===== src/rtl/clock_pkg.sv =====
// Shared definitions for the digital clock: mode encodings, BCD helpers.
package clock_pkg;

  localparam int BCD_W = 4;

  // Mode encodings (11 is never driven)
  localparam logic [1:0] MODE_RUN      = 2'b00;
  localparam logic [1:0] MODE_SET_HOUR = 2'b01;
  localparam logic [1:0] MODE_SET_MIN  = 2'b10;

  typedef logic [2*BCD_W-1:0] bcd2_t;

  // Convert a small decimal constant (0..99) into a two-digit BCD pair.
  function automatic bcd2_t int2bcd(input int n);
    logic [BCD_W-1:0] tens;
    logic [BCD_W-1:0] units;
    tens  = BCD_W'(n / 10);
    units = BCD_W'(n % 10);
    return {tens, units};
  endfunction

  // Increment a two-digit BCD value; at 'max' it wraps to 00.
  // Result is {wrap, next}.
  function automatic logic [2*BCD_W:0] bcd2_inc(input bcd2_t value, input bcd2_t max);
    logic [BCD_W-1:0] tens;
    logic [BCD_W-1:0] units;
    tens  = value[2*BCD_W-1:BCD_W];
    units = value[BCD_W-1:0];
    if (value == max) begin
      return {1'b1, bcd2_t'(0)};
    end else if (units == BCD_W'(9)) begin
      return {1'b0, tens + BCD_W'(1), BCD_W'(0)};
    end else begin
      return {1'b0, tens, units + BCD_W'(1)};
    end
  endfunction

endpackage


===== src/rtl/bcd_mod_counter.sv =====
// Two-digit BCD counter that wraps from MAX back to 00. 'wrap' flags, in the
// cycle the count is enabled at MAX, that this edge rolls the count over.
module bcd_mod_counter
  import clock_pkg::*;
#(
  parameter bcd2_t MAX = 8'h59
) (
  input  logic  clk,
  input  logic  rst,
  input  logic  en,
  output bcd2_t q,
  output logic  wrap
);

  bcd2_t               count_reg;
  logic [2*BCD_W:0]    inc_res;

  // Next BCD value and wrap flag for the current count
  always_comb begin
    inc_res = bcd2_inc(count_reg, MAX);
  end

  assign wrap = en & inc_res[2*BCD_W];
  assign q    = count_reg;

  // Count register, advances only when enabled
  always_ff @(posedge clk or negedge rst) begin
    if (!rst) begin
      count_reg <= '0;
    end else if (en) begin
      count_reg <= inc_res[2*BCD_W-1:0];
    end
  end

endmodule


===== src/rtl/hms_time_keeper.sv =====
// Minute/hour stage of the digital clock. Consumes the seconds carry, keeps
// BCD minutes and hours, and runs the RUN/SET_HOUR/SET_MIN mode FSM that lets
// the user set the time with mode/increment button pulses.
module hms_time_keeper
  import clock_pkg::*;
#(
  parameter int HOUR_MOD = 24,
  parameter int MIN_MOD  = 60
) (
  input  logic       clk,
  input  logic       rst,
  input  logic       sec_carry,
  input  logic       btn_mode,
  input  logic       btn_inc,
  output logic [7:0] min_bcd,
  output logic [7:0] hour_bcd,
  output logic [1:0] mode,
  output logic       day_co,
  output logic       chime,
  output logic       sec_clr
);

  localparam bcd2_t MIN_MAX  = int2bcd(MIN_MOD - 1);
  localparam bcd2_t HOUR_MAX = int2bcd(HOUR_MOD - 1);

  logic [1:0] mode_reg;
  logic [1:0] mode_next;
  logic       day_co_reg;
  logic       chime_reg;
  logic       sec_clr_reg;

  logic       in_run;
  logic       inc_ok;
  logic       min_en;
  logic       hour_en;
  logic       min_wrap;
  logic       hour_wrap;

  assign in_run = (mode_reg == MODE_RUN);
  // A mode press in the same cycle swallows the increment
  assign inc_ok = btn_inc & ~btn_mode;

  // Minutes tick on seconds carry in RUN, or on increment while setting minutes
  assign min_en  = (in_run & sec_carry) | ((mode_reg == MODE_SET_MIN) & inc_ok);
  // Hours tick on minute rollover in RUN only, or on increment while setting hours
  assign hour_en = (in_run & min_wrap) | ((mode_reg == MODE_SET_HOUR) & inc_ok);

  bcd_mod_counter #(.MAX(MIN_MAX)) u_min (
    .clk  (clk),
    .rst  (rst),
    .en   (min_en),
    .q    (min_bcd),
    .wrap (min_wrap)
  );

  bcd_mod_counter #(.MAX(HOUR_MAX)) u_hour (
    .clk  (clk),
    .rst  (rst),
    .en   (hour_en),
    .q    (hour_bcd),
    .wrap (hour_wrap)
  );

  // Mode sequencing: each btn_mode pulse steps to the next mode
  always_comb begin
    mode_next = mode_reg;
    if (btn_mode) begin
      case (mode_reg)
        MODE_RUN:      mode_next = MODE_SET_HOUR;
        MODE_SET_HOUR: mode_next = MODE_SET_MIN;
        MODE_SET_MIN:  mode_next = MODE_RUN;
        default:       mode_next = MODE_RUN;
      endcase
    end
  end

  // Mode register and one-cycle strobes, all registered
  always_ff @(posedge clk or negedge rst) begin
    if (!rst) begin
      mode_reg    <= MODE_RUN;
      day_co_reg  <= 1'b0;
      chime_reg   <= 1'b0;
      sec_clr_reg <= 1'b0;
    end else begin
      mode_reg    <= mode_next;
      chime_reg   <= in_run & min_wrap;
      day_co_reg  <= in_run & min_wrap & hour_wrap;
      sec_clr_reg <= (mode_reg == MODE_SET_MIN) & btn_mode;
    end
  end

  assign mode    = mode_reg;
  assign day_co  = day_co_reg;
  assign chime   = chime_reg;
  assign sec_clr = sec_clr_reg;

endmodule


===== config.mk =====
export PLATFORM = sky130hd
export DESIGN_NAME = hms_time_keeper
export DESIGN_NICKNAME = d
export VERILOG_FILES = /design/src/rtl/clock_pkg.sv /design/src/rtl/bcd_mod_counter.sv /design/src/rtl/hms_time_keeper.sv
export SDC_FILE = /design/constraint.sdc
export NUM_CORES = 1
export LEC_CHECK = 0
export ABC_AREA = 1
export CORE_MARGIN = 2
export CORE_UTILIZATION = 49
export DETAILED_ROUTE_END_ITERATION = 10
export PLACE_DENSITY = 0.78
export SKIP_CTS_REPAIR_TIMING = 1
export SYNTH_ARGS = -nofsm -noshare
export SYNTH_HDL_FRONTEND = slang
export SYNTH_SLANG_ARGS = --single-unit

===== constraint.sdc =====
create_clock -name clk -period 2.2 [get_ports clk]
set_input_delay 0.55 -clock clk [delete_from_list [all_inputs] [get_ports clk]]
set_output_delay 0.55 -clock clk [all_outputs]
set_load 0.005 [all_outputs]

==> run summary, run 1 <==
The flow ran to the end, and the final reports show no timing, DRC or antenna violations. The longest individual stage delay on the worst path was 0.55 ns; the HPWL after detailed placement was 1720 µm. For the required time at the endpoint of the critical path, the log shows 1.65 ns.

The signal on the critical path passes through clkdlybuf4s50_1. The final critical-path share of the clock period came out at 0.856. Fraction of layout cells with a size suffix above 1: 0.0870. The first global-routing pass estimated 4090 µm of wire. Synthesis instantiated 24 different standard cells from the library. In this run the vertical extent of the chip is 52.8 µm.

Across all layers, the routed design uses 994 vias. Counting tap cells, the placed design contains a total of 185 instances. After clock tree synthesis, the clock-pin slew on the worst setup and hold paths is 0.13 ns. The die footprint came out at 2790 µm². The startpoint-to-endpoint class of the critical path is register to output port. Power spread over the standard cell area amounts to 909 nW/µm². In this run the critical register-to-register path is captured at u_min.q[4]. The worst hold path passes through 2 cells.

The worst hold path begins at u_min.q[7]. The total global routing overflow is 0, and the overall power is 1350 µW. Across all register-to-register paths, the minimum setup slack is 0.70 ns. Worst-case reg-to-reg path depth: 5. The initial cell density of the core came out at 0.523.

Achievable clock frequency: 0.531 GHz. Setup violations remaining at the end of the flow were counted as 0. The tools report the number of pins exceeding their max-slew limit in the final report as 0.

The logs give 0 for the number of endpoints with negative hold slack in the final report and 0 for the number of remaining DRC errors. The buffers plus inverters on the worst setup path works out to 1. For the static leakage, the log shows 0.000764 µW. Data arrives at the worst endpoint at 1.33 ns. The final standard cell utilization of the core was 0.663. The number of antenna diodes in the final layout is 0. The number of nets in the finished design is 175.

The worst register-to-register path begins at mode[0]. The routability-driven placement congestion ratio came out at 0.772. The library cell used most frequently in the layout, excluding fill and tap cells, is sky130_fd_sc_hd__nand2_1. The tools report the total routing usage reported by global routing as 0.203.

The number of sinks driven by the clock tree is 21. The type of the worst min-delay path was register to register. The per-cell routed wire length works out to 12.3 µm. The run gives 2330 µm as the final wirelength.

After synthesis, the cell types taking the most area are sky130_fd_sc_hd__dfrtp_1 45%, sky130_fd_sc_hd__nand2_1 9.0%, sky130_fd_sc_hd__ha_1 8.6%. Cell family with the largest share of critical-path delay: buffers and inverters. The finished layout holds 189 standard cells, fillers aside. The tools report the largest net degree at the start of global routing as 22. The iteration-0 DRC count of the detailed router came out at 10.

The top cell types in the final layout, fill and taps aside, are 28 x sky130_fd_sc_hd__nand2_1, 25 x sky130_fd_sc_hd__clkdlybuf4s50_1, 21 x sky130_fd_sc_hd__dfrtp_1. The relative slew slack is 0.792. Via count of the first global-routing pass: 929. The kind of start point of the critical path is a register. The tools report the number of nets with antenna violations after detailed routing as 0.

Setup repair after global routing left no endpoint under its margin. The shortest period the worst path allows works out to 1.88 ns. TritonCTS built the clock tree. Among all stages on the critical path, the largest delay is contributed by sky130_fd_sc_hd__clkdlybuf4s50_1. The row count came out at 17. After detailed routing, the number of vias per cell comes to 5.26.

The average instance in the mapped netlist occupies 8.84 µm². The total standard cell area after synthesis is 1170 µm². For this run, the number of Yosys warnings is 0. For this run, the detailed router's first-pass iteration total came to 4. The tools report the buffer type at the clock tree root as sky130_fd_sc_hd__clkbuf_4.

IR analysis of the VDD net gives a maximum drop of 0.705 mV. The area share of the leading cell type in the synthesized netlist was 0.450; the number of port buffers was 25. TritonCTS created 3 clock buffers. For the total number of H-tree levels, the log shows 1. The clock passes through at most 2 buffers. When the netlist entered floorplanning its net count stood at 145. Summing all non-filler instances in the final layout gives an area of 1480 µm². Max-cap violations in this run came to 0. The proportion of synthesized chip area in sequential cells is 0.450.

Of all nets on the critical path, the largest fanout is 6. The number of antenna violations at the first check in global routing is 0. STA classifies the critical path endpoint as an output port. The floorplan step defined a core boundary enclosing 2230 µm². The area growth from synthesis to layout was 26.8%; the worst setup skew after layout was 0.0113 ns.

The cell count after synthesis came out at 132. The cell accounting for the most synthesized area was sky130_fd_sc_hd__dfrtp_1. For the count of boundary I/O pins, the log shows 26. The die width works out to 52.8 µm. The worst hold path terminates at u_min.q[7]. The instance area after placement was 1450 µm²; the slew at the pin with the worst max-slew slack was 0.312 ns. The number of synthesized register bits came out at 21. In the final timing run, aggregate negative setup slack is 0 ns.

The clock reaches the later pin of the worst-skew pair after 0.31 ns.
[cell families after synthesis]
kind of cell               Yosys count  synth area share
AOI/OAI and AO/OA                    9            0.0397
xor gates and xnor gates             6            0.0450
adders and majority gates            8            0.0857
buffers and inverters               18            0.0611
DFF                                 21             0.450
and+or+nand+nor                     70             0.318
[report_power, final]
group          internal [µW]  switching (µW)
Sequential               478             122
Combinational            295             259
Clock                   67.9             122
Total                    841             504
[Yosys cell counts (all sizes together)]
cell / count
xor2: 4
nor2: 10
or2: 1
xnor2: 2
buf: 1
o22ai: 1
a21oi: 1
nand3b: 1
nand4: 5
nand2: 31
dfrtp: 21
inv: 17
ha: 8
nor3: 2
nand3: 20
o21ai: 7
[worst reg2reg max path, delay by kind of cell (launching register included)]
family / cells / cell delay, ns
compound gates: 1 / 0.22
flops: 1 / 0.46
simple gates: 4 / 0.73
[metal layers]
| layer | vias to the layer above | part of all wire | wire, µm | GRT usage |
|---|---|---|---|---|
| met5 | - | 0 | 0 | 0 |
| met4 | 0 | 0.018 | 43 | 0.0897 |
| met3 | 4 | 0.050 | 116 | 0.0257 |
| met2 | 21 | 0.49 | 1140 | 0.338 |
| met1 | 478 | 0.44 | 1030 | 0.263 |
| li1 | 491 | - | - | - |
[stage by stage]
step	hold WS, ns	setup WS (ns)
after floorplan	0.254	0.870
after global placement	0.495	0.267
after detailed placement	0.495	0.155
after CTS	0.525	0.302
after global routing	0.558	0.224
final	0.516	0.317
[cell type report]
class / count / area (µm²)
clock buffer: 3 / 22.5
clock inverter: 1 / 5.00
fill: 190 / 753
inverter: 17 / 63.8
multi-input combinational: 93 / 571
sequential: 21 / 526
tap: 28 / 35.0
timing repair buffer: 26 / 258
[how the worst max path moves through the flow]
| stage | slack [ns] | cells past startpoint | endpoint | start |
|---|---|---|---|---|
| after floorplan | 0.87 | 9 | u_hour.q[6] | u_min.q[1] |
| after global placement | 0.27 | 7 | u_min.q[6] | btn_mode |
| final | 0.32 | 1 | hour_bcd[0] | u_hour.q[0] |
| after CTS | 0.30 | 1 | hour_bcd[0] | u_hour.q[0] |
| after global routing | 0.22 | 1 | hour_bcd[0] | u_hour.q[0] |
| after detailed placement | 0.16 | 7 | u_min.q[4] | btn_mode |
Note: power is estimated with default switching activity, not from simulation.
==> run 2: changes to the inputs <==
--- a/config.mk
+++ b/config.mk
@@ -11,6 +11,7 @@
 export DETAILED_ROUTE_END_ITERATION = 10
 export PLACE_DENSITY = 0.78
 export SKIP_CTS_REPAIR_TIMING = 1
+export SKIP_LAST_GASP = 1
 export SYNTH_ARGS = -nofsm -noshare
 export SYNTH_HDL_FRONTEND = slang
 export SYNTH_SLANG_ARGS = --single-unit
==> results of run 2 <==
Same layout as run 1: the final DEF is identical, and so are final timing and power.
==> run 3: changes to the inputs <==
--- a/config.mk
+++ b/config.mk
@@ -7,9 +7,9 @@
 export LEC_CHECK = 0
 export ABC_AREA = 1
 export CORE_MARGIN = 2
-export CORE_UTILIZATION = 49
+export CORE_UTILIZATION = 44
 export DETAILED_ROUTE_END_ITERATION = 10
-export PLACE_DENSITY = 0.78
+export PLACE_DENSITY = 0.71
 export SKIP_CTS_REPAIR_TIMING = 1
 export SKIP_LAST_GASP = 1
 export SYNTH_ARGS = -nofsm -noshare
==> run 3 against run 2 <==
Against the previous run: cell area barely moved; clock skew fell by 0.0090 ns; global-route usage fell by 5.8 points; critical path depth unchanged; count of clock-buffer cells in the layout up 1; maximum frequency up 1.6%; combinational power down 2%; critical path type unchanged; critical endpoint is now min_bcd[6].
==> run summary, run 3 (synthesis results as in run 1) <==
Per-cell routed wire length: 10.9 µm (-11%). The largest net degree at the start of global routing was 22 (unchanged). The shortest period the worst path allows is 1.85 ns (-0.0295 ns), and the relative slew slack is 0.798 (+0.00674). For the worst setup skew after layout, the log shows 0.00227 ns (-0.00899 ns). The number of nets with antenna violations after detailed routing is 0 (unchanged), and the number of pins exceeding their max-slew limit in the final report is 0 (unchanged).

The switching power was 481 µW (-4.5%). Setup repair after global routing left no endpoint under its margin. The run gives 0.540 GHz (+1.6%) as the achievable clock frequency.

Number of buffers on the longest clock path: 2 (unchanged). The logic gate share of total power came out at 0.411 (about the same). Die height: 55.5 µm (+5.1%). The HPWL after detailed placement came out at 1630 µm (-5.3%). The number of port buffers works out to 25 (unchanged).

The tools report the kind of start point of the critical path as a register. The logs give 842 µW (about the same) for the internal power of the cells and 1320 µW (-1.6%) for the overall power. The tools report the initial cell density of the core as 0.467 (-0.0557). The final standard cell utilization of the core is 0.593 (-0.0702), and the die width is 55.5 µm (+5.1%).

Leaving out fill and tap cells, the most frequent cells in the layout are 28 x sky130_fd_sc_hd__nand2_1, 25 x sky130_fd_sc_hd__clkdlybuf4s50_1, 21 x sky130_fd_sc_hd__dfrtp_1. The count of TritonRoute iterations in the first routing pass is 4 (unchanged). Routability-driven placement congestion ratio: 0.775 (+0.39%).

The number of vias in the routed layout is 925 (-6.9%), and the first-pass GRT wire length is 3690 µm (-9.8%). The critical path goes through clkdlybuf4s50_1. The clock share of power came out at 0.138 (-0.003).

The tightest hold margin came out at 0.532 ns (+0.0160 ns). In this run the worst setup path begins at u_min.q[6]. The iteration-0 DRC count of the detailed router came out at 12 (+2). TritonCTS built the clock tree. The buffer type at the clock tree root was sky130_fd_sc_hd__clkbuf_4. On the critical path, the stage with the largest delay is an instance of sky130_fd_sc_hd__clkdlybuf4s50_1.

The number of endpoints with negative hold slack in the final report was 0 (unchanged). The die footprint is 3080 µm² (+10%). The logs give 2500 µm² (+12%) for the area of the placeable core and 18 (+1) for the row count. The final critical-path share of the clock period is 0.842 (-0.0134).

The final wirelength was 2090 µm (-10%). The share of total power consumed by net switching was 0.364 (-0.0110); the area growth from synthesis to layout was 26.9% (about the same). The tools report the portion of total power attributed to sequential cells as 0.451 (+0.005).

The critical path data arrival time is 1.30 ns (-0.03 ns). The required time at the endpoint of the critical path was 1.65 ns (about the same). The logs give 0.29 ns (-0.02 ns) for the clock latency on the worst-skew pair and 3 (unchanged) for the total clock buffers created by CTS. The number of remaining DRC errors is 0 (unchanged), and the max-cap violation count is 0 (unchanged). The mean number of vias per cell was 4.84 (-7.9%).

The number of sinks driven by the clock tree came out at 21 (unchanged). The logs give 0 (unchanged) for the antenna diode instance count and 0.145 (-0.0581) for the total routing usage reported by global routing. The type of the worst min-delay path is register to register. Grouping stages by cell kind, the critical path spends the most delay in buffers and inverters.

The clock transition at the registers of the reported paths is 0.11 ns (-0.02 ns). The critical path in this run is classified as register to output port. For the number of antenna violations at the first check in global routing, the log shows 0 (unchanged). The fraction of layout cells with a size suffix above 1 was 0.0807 (-0.00621); the number of non-filler instances in the completed layout was 191 (+1.1%). The longest individual stage delay on the worst path was 0.54 ns (about the same).

The static leakage was 0.000761 µW (-0.36%); the slew at the pin with the worst max-slew slack was 0.302 ns (-0.0101 ns). The maximum vdd ir drop is 0.666 mV (-5.5%). The total global routing overflow is 0 (unchanged), and the top fanout value on the critical path is 5 (-1). The cell count after placement was 187 (+1.1%); the count of boundary I/O pins was 26 (unchanged). The library cell used most frequently in the layout, excluding fill and tap cells, is sky130_fd_sc_hd__nand2_1. Via count of the first global-routing pass: 856 (-7.9%). Number of nets in the finished design: 175 (unchanged).

The worst setup path is captured at an output port. The summed negative setup slack over all endpoints is 0 ns (unchanged). The flow ran to the end, and the final reports show no timing, DRC or antenna violations. The buffers plus inverters on the worst setup path was 1 (unchanged); the total number of H-tree levels was 1 (unchanged).

The total power divided by cell area was 893 nW/µm² (-1.7%); the final setup violation count was 0 (unchanged). In this run the critical register-to-register path is launched from mode[0]. The startpoint identified for the worst hold timing path is u_min.q[7].
==> run 3: changes by cell type in the layout (fill, tap and decap cells not counted) <==
cell / before / now
sky130_fd_sc_hd__clkinv_2: 1 / 0
sky130_fd_sc_hd__clkbuf_1: 0 / 1
==> run 3: layer usage <==
metal	track usage	vias to the layer above	wire, µm
li1	-	487	-
met1	0.194	420	989
met2	0.245	18	1020
met3	0.0258	0	78
met5	0	-	0
met4	0.0314	0	0
==> run 3: per-stage QoR <==
stage | cell area (µm²) | setup WS, ns
floorplan | 1170 | 0.870
global route | 1480 | 0.284
global placement | 1460 | 0.254
detailed placement | 1460 | 0.216
CTS | 1480 | 0.331
finish | 1480 | 0.347
==> run 3: worst paths after layout <==
check	endpoint	slack (ns)	depth (start not counted)
max reg2reg	u_min.q[4]	0.75	6
max	min_bcd[6]	0.35	1
min reg2reg	u_min.q[7]	0.53	2
min	u_min.q[7]	0.53	2
max in group asynchronous	u_hour.q[0]	1.41	2
min in group asynchronous	u_min.q[3]	0.58	2
==> run 3: power by group through the flow <==
stage               logic, µW  clock network, µW  registers [µW]
detailed placement        550                  0             607
floorplan                 299                  0             594
CTS                       554                189             600
finish                    544                182             597
global placement          540                  0             599
global route              613                208             616
==> run 3: layout make-up <==
cell class	count	area, µm²
Multi-Input combinational cell	93	571
Timing Repair Buffer	26	258
Clock buffer	4	26.3
Sequential cell	21	526
Tap cell	30	37.5
Inverter	17	63.8
Fill cell	226	1020
==> run 3: worst min-delay path, cell delays in order (launching register included) <==
cell and delay, ns:
sky130_fd_sc_hd__dfrtp_1 0.39, sky130_fd_sc_hd__nand2_1 0.06, sky130_fd_sc_hd__nand2_1 0.06
